### src/rtl/mem_access_master.sv
// 16-bit load/store sequencer onto a byte-write / word-read memory port.
// Define ALIGN_CHECK_EN to also reject odd (unaligned) request addresses.
module mem_access_master #(
    parameter int unsigned ADDR_W    = 8,
    parameter int unsigned MEM_BYTES = 64
) (
    input  logic              clk,
    input  logic              rst_n,
    input  logic              req_valid,
    input  logic              req_write,
    input  logic [ADDR_W-1:0] req_addr,
    input  logic [15:0]       req_wdata,
    output logic              req_ready,
    output logic              rsp_valid,
    output logic [15:0]       rsp_rdata,
    output logic              rsp_err,
    output logic [ADDR_W-1:0] mem_addr,
    output logic [7:0]        mem_wd,
    output logic              mem_we,
    input  logic [15:0]       mem_rd
);

    typedef enum logic [2:0] {
        IDLE,
        RD,
        WR_LO,
        WR_HI,
        RESP
    } state_t;

    localparam int unsigned LAST_OK = MEM_BYTES - 2;

    state_t            r_state;
    logic [ADDR_W-1:0] r_addr;
    logic [7:0]        r_wdata_hi;

    logic w_range_err;
    logic w_align_err;
    logic w_req_err;

    // The word occupies bytes a and a+1, so the last legal low-byte address is MEM_BYTES-2.
    assign w_range_err = 32'(req_addr) > LAST_OK;
`ifdef ALIGN_CHECK_EN
    assign w_align_err = req_addr[0];
`else
    assign w_align_err = 1'b0;
`endif
    assign w_req_err = w_range_err | w_align_err;

    // Memory-side outputs are loaded on the accepting edge so they are valid
    // throughout the first access cycle.
    always_ff @(posedge clk or negedge rst_n) begin
        if (!rst_n) begin
            r_state    <= IDLE;
            r_addr     <= '0;
            r_wdata_hi <= '0;
            req_ready  <= 1'b1;
            rsp_valid  <= 1'b0;
            rsp_rdata  <= '0;
            rsp_err    <= 1'b0;
            mem_addr   <= '0;
            mem_wd     <= '0;
            mem_we     <= 1'b0;
        end else begin
            case (r_state)
                IDLE: begin
                    if (req_valid) begin
                        req_ready  <= 1'b0;
                        r_addr     <= req_addr;
                        r_wdata_hi <= req_wdata[15:8];
                        if (w_req_err) begin
                            rsp_valid <= 1'b1;
                            rsp_err   <= 1'b1;
                            r_state   <= RESP;
                        end else if (req_write) begin
                            mem_addr <= req_addr;
                            mem_wd   <= req_wdata[7:0];
                            mem_we   <= 1'b1;
                            r_state  <= WR_LO;
                        end else begin
                            mem_addr <= req_addr;
                            r_state  <= RD;
                        end
                    end
                end
                RD: begin
                    rsp_rdata <= mem_rd;
                    rsp_valid <= 1'b1;
                    rsp_err   <= 1'b0;
                    r_state   <= RESP;
                end
                WR_LO: begin
                    mem_addr <= r_addr + ADDR_W'(1);
                    mem_wd   <= r_wdata_hi;
                    r_state  <= WR_HI;
                end
                WR_HI: begin
                    mem_we    <= 1'b0;
                    rsp_valid <= 1'b1;
                    rsp_err   <= 1'b0;
                    r_state   <= RESP;
                end
                RESP: begin
                    rsp_valid <= 1'b0;
                    rsp_err   <= 1'b0;
                    req_ready <= 1'b1;
                    r_state   <= IDLE;
                end
                default: begin
                    mem_we    <= 1'b0;
                    rsp_valid <= 1'b0;
                    rsp_err   <= 1'b0;
                    req_ready <= 1'b1;
                    r_state   <= IDLE;
                end
            endcase
        end
    end

endmodule

### config.mk
export PLATFORM = sky130hd
export DESIGN_NAME = mem_access_master
export DESIGN_NICKNAME = d
export VERILOG_FILES = /design/src/rtl/mem_access_master.sv
export SDC_FILE = /design/constraint.sdc
export NUM_CORES = 1
export LEC_CHECK = 0
export ABC_AREA = 0
export BUFFER_PORTS_ARGS = -buffer_cell sky130_fd_sc_hd__buf_2
export CORE_MARGIN = 3
export CORE_UTILIZATION = 50
export CTS_CLUSTER_DIAMETER = 30
export CTS_CLUSTER_SIZE = 8
export DETAILED_ROUTE_END_ITERATION = 6
export HOLD_SLACK_MARGIN = 0.05
export PLACE_DENSITY = 0.85
export SLEW_MARGIN = 15
export SYNTH_ARGS = -nofsm -noshare
export SYNTH_HDL_FRONTEND = slang
export SYNTH_SLANG_ARGS = --single-unit
### constraint.sdc
create_clock -name clk -period 2.26 [get_ports clk]
set_input_delay 0.565 -clock clk [delete_from_list [all_inputs] [get_ports clk]]
set_output_delay 0.565 -clock clk [all_outputs]
set_load 0.01 [all_outputs]
# Word level (Yosys, flattened, before mapping)

Index checks and enable logic that the tools add are counted.

Memories: 0
Input port bits: 44
RAM bits: 0
Output and inout port bits: 36
Memory bits (read-only): 0
Bits in registers: 55
Bits in latches: 0

Bitwise gates (word level): 3
Multiply operators: 0
Magnitude comparators: 1
Reductions and logical operators: 11
Divide/modulo/power cells: 0
Multiplexer cells: 21
Add/subtract/negate cells: 1
Eq/ne operators: 8
Shifts and indexed selects: 0

Operators with widths:

| kind                                                | count |
|---|---|
| two-way mux 8 bit                                   | 5 |
| one-hot mux 8 bit (2 select lines)                  | 2 |
| one-hot mux 3 bit (3 select lines)                  | 1 |
| adder 8 x 1 -> 8 bit, second input constant         | 1 |
| > comparator 8 x 6 -> 1 bit, second input constant  | 1 |
| != test 2 bit, second input constant                | 4 |
| AND reduction 4 bit                                 | 2 |
| equality test 3 x 2 -> 1 bit, second input constant | 2 |
| two-way mux 1 bit                                   | 6 |
| two-way mux 3 bit                                   | 2 |
| one-hot mux 1 bit (2 select lines)                  | 3 |
| AND reduction 3 bit                                 | 2 |
| OR reduction 3 bit                                  | 2 |
| AND reduction 2 bit                                 | 2 |
| equality test 3 x 1 -> 1 bit, second input constant | 1 |
| equality test 3 bit, second input constant          | 1 |
| zero test 3 bit                                     | 1 |
| NOT 1 bit                                           | 3 |
| one-hot mux 1 bit (3 select lines)                  | 1 |
| two-way mux 2 bit                                   | 1 |
| nonzero test 2 bit                                  | 1 |
| OR reduction 2 bit                                  | 1 |

# Depth between registers and ports, before layout

Word-level depth: 4
Depth in mapped cells: 7
Gate-level depth less buffers: 5

# Worst setup path before layout

OpenSTA, ideal clock, no wires.

Path type: input -> register
Start point: in req_valid
End point: reg mem_wd[0]
Data required time: 2.135 ns
Stages on the path: 4
Path slack: 0.309 ns
Buffers on the path: 0
Arrival: 1.826 ns
Cell sequence: nor4b_4 -> o211ai_4 -> o21ai_4 -> mux2_2

Word-level cells in the longest chain between the ends: 2

RTL lines:

| element                       | RTL line | source |
|---|---|---|
| from (decl)                   | 9        | `input logic req_valid,` |
| != test 2 bit (no line)       | -        |  |
| AND reduction 4 bit (no line) | -        |  |
| to (signal assigned)          | 77       | `mem_wd <= req_wdata[7:0];` |
| to (signal assigned)          | 94       | `mem_wd <= r_wdata_hi;` |
| to (decl)                     | 18       | `output logic [7:0] mem_wd,` |

No other way between the ends.
A chain may end at the register's enable or synchronous reset.

# Final worst setup path

Start point: reg r_state[0]
End point: reg mem_addr[4]

Word-level cells in the longest chain between the ends: 3
Elaborated cells between the ends (all ways): 7
Classes of those cells: eq/ne (3); mux (1); reduce/logical (3)

RTL lines:

| element                                                         | RTL line | source |
|---|---|---|
| from (decl)                                                     | 33       | `state_t r_state;` |
| from (signal assigned)                                          | 54       | `r_state <= IDLE;` |
| from (signal assigned)                                          | 74       | `r_state <= RESP;` |
| from (signal assigned)                                          | 79       | `r_state <= WR_LO;` |
| equality test 3 x 2 -> 1 bit or zero test 3 bit (tied branches) | 65       | `case (r_state)` |
| nonzero test 2 bit (no line) or != test 2 bit (tied branches)   | -        |  |
| AND reduction 3 bit (no line)                                   | -        |  |
| to (signal assigned)                                            | 76       | `mem_addr <= req_addr;` |
| to (signal assigned)                                            | 81       | `mem_addr <= req_addr;` |
| to (signal assigned)                                            | 93       | `mem_addr <= r_addr + ADDR_W'(1);` |
| to (decl)                                                       | 17       | `output logic [ADDR_W-1:0] mem_addr,` |

Several ways; a longest one is shown, not always the timed one.

==> results_dict.tcl <==
set metrics [dict create \
    async_flop_share_pct 100.0 \
    die-area_um2 5618 \
    period_needed_ns 1.940 \
    area_delta_synth_final_pct 25.21 \
    p_seq_share_pct 45.9 \
    antenna_found_initial 0 \
    swShare_pct 32.50 \
    route.vias.total 1619 \
    hold_violations 0 \
    num-fill-cells 362 \
    slew_headroom_pct 60.18 \
    p_clk_share_pct 17.4 \
    placed_cell_area_um2 2859 \
    gp_congestion 0.7979 \
    cts_max_level 2 \
    drt-total-wl_um 4835 \
    critPathSlowestCell "or3b_1" \
    synth_cells 170 \
    arrival_ns 2.14 \
    crit_fanout 14 \
    syn_avg_cell_area_um2 13.98 \
    clock_skew_ns 0.007863 \
    die_w_um 74.96 \
    ys.flop_type "dfrtp_1" \
    drv_cap 0 \
    synth-seq-cells 55 \
    clockBufferDepth 2 \
    synth_top_area_cell "dfrtp_1" \
    multi_input_area_um2 959.7 \
    final_max_slew_viol_count 0 \
    max_freq_ghz 0.5154 \
    fin_crit_sh_pct 85.85 \
    root_buffer "clkbuf_8" \
    combPwrFrac_pct 36.7 \
    synth_nets 215 \
    num_antenna_cells 0 \
    rows 24 \
    drive_gt1_share_pct 59.38 \
    cts_tree "done" \
    cts.sinks 55 \
    setup-violations-final 0 \
    dp.final_hpwl_um 3630 \
    rsz0062_at_grt "false" \
    pin_count 80 \
    io_buffers 79 \
    setup_tns_ns 0 \
    yosysUniqueCellTypes 28 \
    start_kind "register" \
    max_slew.worst_pin.slew_ns 0.5972 \
    drc 0 \
    place_inst 300 \
    grt_pass1_vias 1682 \
    switchingPower_uw 1255 \
    nNetsFinal 300 \
    netlist_top_cells_area "dfrtp_1, mux2_2, xor2_1" \
    status "complete, no violations" \
    overflow 0 \
    core_area_um2 4474 \
    post_drt_wl_per_cell_um 15.70 \
    layout.cells.non_filler 308 \
    ir_drop_mv 0.7658 \
    slowest_delay_ns 0.67 \
    synth_edf_count 0 \
    vias_per_cell 5.256 \
    criticalPathCategory "reg -> reg" \
    antenna_left 0 \
    p_leak_uw 0.001420 \
    cp-end-kind "register" \
    grt_max_degree 39 \
    yosysWarningCount 0 \
    path_cells "or3b_1 -> buf_4 -> nand2_1 -> o21ai_0 -> mux2_2" \
    path_clk_slew_ns 0.10 \
    ys_seq_area_share_pct 57.95 \
    synth_commonest_cells "dfrtp_1, mux2_2, nand2_1" \
    postLayoutCellArea_um2 2977 \
    grt.total_usage_pct 18.53 \
    start_util_pct 53.13 \
    seqCellArea_um2 1378 \
    tritoncts.num_buffers 5 \
    grt_pass1_wl_um 7838 \
    synth_area_um2 2377 \
    intPower_uw 2607 \
    holdBufCountCts 0 \
    postCtsResizedCells 0 \
    power_density_nw_per_um2 1297 \
    die_h_um 74.96 \
    hold_path.class "in -> async" \
    insertion_delay_ns 0.31 \
    cts_setup_buffers 0 \
    synth_top_area_share_pct 56.84 \
    worstPathRequired_ns 2.46 \
    drt_first_iter_violations 69 \
    firstDrtPassIters 4 \
]
-- layer usage --
metal	part of all wire (%)	vias up	GRT usage, %
met1	42	776	24.06
met3	8.4	4	6.542
met2	49	63	29.79
met4	0.87	0	4.743
met5	0	-	0
li1	-	776	-
-- per-stage QoR --
stage	hold WS [ns]	setup slack [ns]	utilization, %	power, uW
2_1_floorplan	0.2694	0.3091	-	2644
3_3_place_gp	0.4740	0.3296	63.90	3165
3_5_place_dp	0.4846	0.2839	63.90	3229
4_1_cts	0.1819	0.3068	66.53	3908
5_1_grt	0.1819	0.1701	66.53	4141
6_report	0.1798	0.3199	66.53	3862
-- worst max-delay path, delay by kind of cell, from the launching register on --
kind	cells	cell delay (ns)
multiplexers	1	0.27
AO/OA/AOI/OAI	1	0.07
flip-flops	1	0.47
AND/OR/NAND/NOR	2	0.73
buffers and inverters	1	0.29
-- cells in the final DEF (no fill, tap or decap) --
master and n:
and4_1 1, nor3b_2 1, bufinv_16 1, xnor2_1 1, o21a_1 1, a21oi_1 4
ha_1 1, o21ai_4 1, nand3_1 5, o211ai_4 1, or3b_1 1, mux2_2 54
buf_12 1, dfstp_2 1, buf_2 79, o221ai_1 1, buf_4 4, nand2_1 8
or2_2 1, inv_1 3, clkbuf_8 6, o21ai_0 7, nor3_1 1, dfrtp_1 54
nand4_1 2, nor2_1 6, xor2_1 5, nor2b_1 1, nor3b_1 1, o22a_1 1
nor4b_4 1, clkinv_2 1
-- cells by family after synthesis --
| kind of cell | synth area share (%) |
|---|---|
| DFF | 57.95 |
| AOI/OAI and AO/OA | 4.948 |
| adders and majority gates | 0.5262 |
| buffers and inverters | 1.684 |
| xor gates and xnor gates | 2.211 |
| and+or+nand+nor | 7.105 |
| muxes | 25.58 |
-- power by group through the flow --
stage               Clock (uW)  Sequential (uW)  Combinational [uW]
global route               734             1840                1560
floorplan                    0             1900                 747
CTS                        688             1780                1440
global placement             0             1770                1390
finish                     671             1770                1420
detailed placement           0             1780                1450
-- path summary, 6_finish.rpt --
check,endpoint,slack (ns),from,cells past startpoint
worst min-delay path,rsp_rdata[0],0.18,rst_n,1
worst min register to register,req_ready,0.50,req_ready,2
worst max register to register,mem_addr[4],0.32,r_state[0],5
min in group clk,rsp_rdata[4],0.48,mem_rd[4],2
worst max-delay path,mem_addr[4],0.32,r_state[0],5
max in group asynchronous,req_ready,1.49,rst_n,2
-- layout make-up --
| type | count | area share [%] |
|---|---|---|
| clock buffer | 6 | 2.774 |
| clock inverter | 2 | 1.177 |
| inverter | 3 | 0.3783 |
| multi-input combinational | 106 | 32.24 |
| sequential | 55 | 46.28 |
| tap | 52 | 2.186 |
| timing repair buffer | 84 | 14.96 |
-- state kept, by name, indices dropped and copies added (netlist names) --
register,flops
rsp_err,1
r_wdata_hi,8
mem_addr,8
req_ready,1
rsp_valid,1
mem_we,1
r_addr,8
rsp_rdata,16
r_state,3
mem_wd,8
Note: power is estimated with default switching activity, not from simulation.
